===== config.mk =====
export PLATFORM = sky130hd
export DESIGN_NAME = div_unit
export DESIGN_NICKNAME = d
export VERILOG_FILES = /design/src/rtl/div_unit.sv
export SDC_FILE = /design/constraint.sdc
export NUM_CORES = 1
export LEC_CHECK = 0
export ABC_AREA = 1
export BUFFER_PORTS_ARGS = -buffer_cell sky130_fd_sc_hd__buf_2
export CAP_MARGIN = 30
export CORE_ASPECT_RATIO = 2
export CORE_MARGIN = 2
export CORE_UTILIZATION = 55
export CTS_CLUSTER_SIZE = 12
export DETAILED_ROUTE_END_ITERATION = 16
export GPL_TIMING_DRIVEN = 0
export PLACE_DENSITY = 0.75
export REMOVE_ABC_BUFFERS = 1
export SYNTH_ARGS = -nofsm -noshare
export SYNTH_HDL_FRONTEND = slang
export SYNTH_SLANG_ARGS = --single-unit

===== constraint.sdc =====
create_clock -name clk -period 2.7 [get_ports clk]
set_clock_uncertainty 0.05 [all_clocks]
set_input_delay 0.54 -clock clk [delete_from_list [all_inputs] [get_ports clk]]
set_output_delay 0.54 -clock clk [all_outputs]
set_load 0.005 [all_outputs]

===== src/rtl/div_unit.sv =====
// Iterative radix-2 restoring divider for DIV/DIVU. It answers the hazard unit's
// div_start/div_ready handshake and returns {remainder, quotient}.
module div_unit #(
    parameter int DIV_W = 32
) (
    input  logic                 clk,
    input  logic                 rst,
    input  logic                 div_start,
    input  logic                 div_signed,
    input  logic [DIV_W-1:0]     opdata1,
    input  logic [DIV_W-1:0]     opdata2,
    input  logic                 annul,
    output logic [2*DIV_W-1:0]   result,
    output logic                 div_ready
);

    localparam int CNT_W = $clog2(DIV_W);
    localparam logic [CNT_W-1:0] LAST_CNT = CNT_W'(DIV_W - 1);
    localparam logic [CNT_W-1:0] CNT_ONE  = CNT_W'(1);

    typedef enum logic [1:0] {
        IDLE    = 2'd0,
        DIVZERO = 2'd1,
        BUSY    = 2'd2,
        DONE    = 2'd3
    } state_t;

    state_t               state_r;
    state_t               state_s;
    logic [CNT_W-1:0]     cnt_r;
    logic [DIV_W-1:0]     rem_r;
    logic [DIV_W-1:0]     dvd_r;
    logic [DIV_W-1:0]     dvs_r;
    logic                 q_neg_r;
    logic                 r_neg_r;
    logic [DIV_W:0]       shifted_s;
    logic [DIV_W:0]       diff_s;
    logic [2*DIV_W-1:0]   result_s;
    logic                 done_s;

    // Two's complement negation, wrapping at DIV_W bits.
    function automatic logic [DIV_W-1:0] neg2c(input logic [DIV_W-1:0] v);
        return ~v + {{(DIV_W-1){1'b0}}, 1'b1};
    endfunction

    function automatic logic [DIV_W-1:0] mag(input logic [DIV_W-1:0] v, input logic sgn);
        return (sgn && v[DIV_W-1]) ? neg2c(v) : v;
    endfunction

    // State register.
    always_ff @(posedge clk) begin
        if (rst) begin
            state_r <= IDLE;
        end else begin
            state_r <= state_s;
        end
    end

    // Next-state logic; annul/withdrawn start abandon a busy division.
    always_comb begin
        state_s = state_r;
        case (state_r)
            IDLE: begin
                if (div_start && !annul) begin
                    state_s = (opdata2 == {DIV_W{1'b0}}) ? DIVZERO : BUSY;
                end else begin
                    state_s = IDLE;
                end
            end
            BUSY: begin
                if (annul || !div_start) begin
                    state_s = IDLE;
                end else if (cnt_r == LAST_CNT) begin
                    state_s = DONE;
                end else begin
                    state_s = BUSY;
                end
            end
            DIVZERO: state_s = DONE;
            DONE:    state_s = IDLE;
            default: state_s = IDLE;
        endcase
    end

    // Output/datapath combinational terms: trial subtraction and signed fix-up.
    always_comb begin
        shifted_s = {rem_r, dvd_r[DIV_W-1]};
        diff_s    = shifted_s - {1'b0, dvs_r};
        result_s  = {(r_neg_r ? neg2c(rem_r) : rem_r),
                     (q_neg_r ? neg2c(dvd_r) : dvd_r)};
        done_s    = (state_r == DONE);
    end

    // Datapath: operand capture, one quotient bit per busy cycle.
    always_ff @(posedge clk) begin
        if (rst) begin
            cnt_r   <= {CNT_W{1'b0}};
            rem_r   <= {DIV_W{1'b0}};
            dvd_r   <= {DIV_W{1'b0}};
            dvs_r   <= {DIV_W{1'b0}};
            q_neg_r <= 1'b0;
            r_neg_r <= 1'b0;
        end else begin
            case (state_r)
                IDLE: begin
                    if (state_s == BUSY) begin
                        cnt_r   <= {CNT_W{1'b0}};
                        rem_r   <= {DIV_W{1'b0}};
                        dvd_r   <= mag(opdata1, div_signed);
                        dvs_r   <= mag(opdata2, div_signed);
                        q_neg_r <= div_signed & (opdata1[DIV_W-1] ^ opdata2[DIV_W-1]);
                        r_neg_r <= div_signed & opdata1[DIV_W-1];
                    end else begin
                        cnt_r <= cnt_r;
                    end
                end
                BUSY: begin
                    if (state_s != IDLE) begin
                        if (!diff_s[DIV_W]) begin
                            rem_r <= diff_s[DIV_W-1:0];
                            dvd_r <= {dvd_r[DIV_W-2:0], 1'b1};
                        end else begin
                            rem_r <= shifted_s[DIV_W-1:0];
                            dvd_r <= {dvd_r[DIV_W-2:0], 1'b0};
                        end
                        cnt_r <= (cnt_r == LAST_CNT) ? cnt_r : cnt_r + CNT_ONE;
                    end else begin
                        cnt_r <= cnt_r;
                    end
                end
                DIVZERO: begin
                    rem_r   <= {DIV_W{1'b0}};
                    dvd_r   <= {DIV_W{1'b0}};
                    q_neg_r <= 1'b0;
                    r_neg_r <= 1'b0;
                end
                default: begin
                    cnt_r <= cnt_r;
                end
            endcase
        end
    end

    // Registered outputs: result is committed together with the ready pulse.
    always_ff @(posedge clk) begin
        if (rst) begin
            div_ready <= 1'b0;
            result    <= {(2*DIV_W){1'b0}};
        end else begin
            div_ready <= done_s;
            if (done_s) begin
                result <= result_s;
            end else begin
                result <= result;
            end
        end
    end

endmodule

==> results.md <==
- DR vias: 14330
- # port buffers: 133
- Post-layout util: 65.05%
- Slew @ Worst Pin: 1163 ps
- CP max FO: 82
- Pin count of the biggest net entering global routing: 83
- Worst path buffer plus inverter count: 6
- Grt total ovfl: 0
- Register area: 0.003432 mm^2
- Pwr/cell area: 437.9 mW/mm^2
- Initial Util: 56.17%
- CTS buffer count: 17
- Clock slew at reported path FFs: 70 ps
- TritonCTS clock tree: built
- Crit-path cells: ha_4 -> buf_16 -> clkinvlp_4 -> buf_16 -> nand3_4 -> buf_16 -> clkinvlp_4 -> buf_12 -> o21ai_0 -> nor2_1
- Total die area: 0.02453 mm^2
- Unique masters post-synth: 45
- Hold Path Class: in -> reg
- CP peak stage delay: 420 ps
- First-pass GRT wire length: 69.19 mm
- Post-synth EDFFs: 0
- FMAX: 0.3859 GHz
- Tcrit/Tclk final: 95.99%
- Post-synthesis compound-gate area fraction: 15.70%
- Commonest register cell after synthesis: dfxtp_1
- Core Area: 0.02274 mm^2
- Post-synthesis cell count: 2180
- GRT Resource Usage Total: 36.39%
- Initial DRC count: 849
- Worst-skew pair later-pin latency: 450 ps
- Residual DRC: 0
- Share of layout cells above drive strength 1: 11.95%
- Slew headroom: 22.36%
- Fillers: 2272
- Vias in the first global route: 13620
- WS Path Type: reg -> reg
- Router iterations before antenna repair: 7
- Yosys warnings: 0
- Final setup violation count: 0
- Pins Over Slew Limit: 0
- WP data required: 2990 ps
- Crit path DAT: 2890 ps
- Status: finished, final reports clean
- Synthesized flop and latch total: 170
- Final Hold Viols: 0
- Post-synthesis simple-gate area fraction: 35.21%
- Cell area after synthesis: 0.01277 mm^2
- Critical path startpoint category: flop
- Area share of fa/ha/maj cells after synthesis: 4.271%
- Clock period minus worst slack: 2592 ps
- FP Rows: 78
- Gpl congestion: 0.9971
- Most used cell, CP: buf_16
- Area grow syn2layout: 15.81%
- Multiplexer share of the synthesized area: 0%
- Asr flop ratio synth: 0%
- WL final: 45.49 mm
- Fin nets: 2400
- Most frequent cells in the layout: nand2_1, inv_1, nor2_1, a21oi_1, dfxtp_1
- Max rail drop VDD: 0.4801 mV
- Setup TNS Final: 0 ps
- Sink Count: 170
- Vias per cell: 5.551
- Top-Level Pins: 134
- Post-DP Area: 0.01368 mm^2
- Cts hold-fix bufs: 0
- MaxCap Viol Count: 0
- Placed wire-length estimate: 34.46 mm
- Most common cell after layout, fill and taps aside: nand2_1
- Root Driver: clkbuf_16
- CTS H-tree depth: 4
- Delay-heaviest family, CP: buffers and inverters
- Register area share after synthesis: 26.64%
- Final instance area: 0.01479 mm^2
- Post-DRT Antenna Nets: 0
- Initial antenna violation count: 0
- Bufs on Longest Clock Path: 2
- Synth Area in XOR/XNOR: 5.691%
- Crit-path slowest cell: dfxtp_1
- ANT cells: 0
- Crit. End Element: flop
- Pleak: 7.746 nW
- Avg Cell Area, Syn: 5.859 um^2
- Die height: 219.5 um
- WL/cell: 17.63 um
- Largest family of logic cells by synthesized area: simple AND/OR/NAND/NOR gates
- Multi-input logic area: 0.008024 mm^2
- Die W: 111.8 um
==> stage by stage <==
stage	hold WS [ps]	instances	power [mW]	setup WS [ps]
2_1_floorplan	380.1	2104	3.499	-2036
3_3_place_gp	403.5	2517	3.921	-5319
3_5_place_dp	408.3	2525	3.950	-697.1
4_1_cts	315.8	2569	6.467	11.14
5_1_grt	354.7	2581	6.749	-10.57
6_report	349.3	2581	6.478	108.3
==> state kept, by name (all words and copies together) (netlist names) <==
| register | count |
|---|---|
| result | 64 |
| dvd_r | 32 |
| dvs_r | 32 |
| rem_r | 32 |
| cnt_r | 5 |
| state_r | 2 |
| div_ready | 1 |
| q_neg_r | 1 |
| r_neg_r | 1 |
==> cell usage after synthesis (6+ instances only) <==
cell,n,share of area (%)
a21oi_1,179,7.0
buf_2,13,0.51
buf_6,6,0.53
clkbuf_1,52,1.5
dfxtp_1,170,27
ha_1,42,4.1
inv_1,326,9.6
nand2_1,650,19
nand3_1,122,4.8
nand3b_1,8,0.47
nand4_1,22,1.1
nor2_1,247,7.3
nor2_2,7,0.34
nor3_1,23,0.90
o211ai_1,13,0.76
o21ai_0,139,5.4
o21ai_1,6,0.24
o221ai_1,6,0.41
o22ai_1,8,0.39
or2_2,6,0.29
xnor2_1,14,0.96
xor2_1,69,4.7
==> final cells by class <==
class	instances	share of cell area [%]
Timing Repair Buffer	162	7.815
Sequential cell	170	23.20
Clock inverter	12	0.9473
Clock buffer	20	2.952
Multi-Input combinational cell	1607	54.24
Inverter	330	8.475
Tap cell	280	2.368
==> path summary, 6_finish.rpt <==
check,end,startpoint,slack (ps),depth (start not counted)
hold / removal,dvd_r[29],opdata1[29],350,4
hold reg to reg,result[1],dvd_r[1],420,2
setup reg to reg,dvd_r[18],state_r[1],110,10
setup / recovery,dvd_r[18],state_r[1],110,10
==> cell families (layout without fill, tap and decap cells) <==
family | count (synthesis) | in the layout
and+or+nand+nor | 1103 | 1106
AOI/OAI and AO/OA | 375 | 375
DFF | 170 | 170
buffers and inverters | 406 | 524
xor gates and xnor gates | 83 | 83
adders and majority gates | 43 | 43
==> power breakdown <==
group          switching (mW)  total [mW]  internal, mW  leakage (nW)
sequential             0.0665        2.65          2.58          1.39
clock                    1.11        2.49          1.38         0.277
combinational           0.913        1.35         0.433          6.08
total                    2.09        6.48          4.39          7.75
==> what timing repair did <==
item	CTS	global route
cloned	4	2
pin swaps	6	8
setup buffers	8	10
setup endpoints to repair	61	74
resized for setup	31	48
==> layer usage <==
metal  vias up  share of wire (%)  global-route usage, %
met5         -                  0                      0
met4         0                 10                  32.35
met3       209                4.3                  5.968
met2       495                 54                  68.71
met1      6495                 32                  32.61
li1       7127                  -                      -
==> worst reg2reg max path, delay by kind of cell, from the launching register on <==
family / cells / cell delay [ps]
buf+inv: 6 / 1300
flops: 1 / 420
fa+ha+maj: 1 / 360
simple gates: 2 / 190
compound gates: 1 / 150
Power figures use the tool's default switching activity.
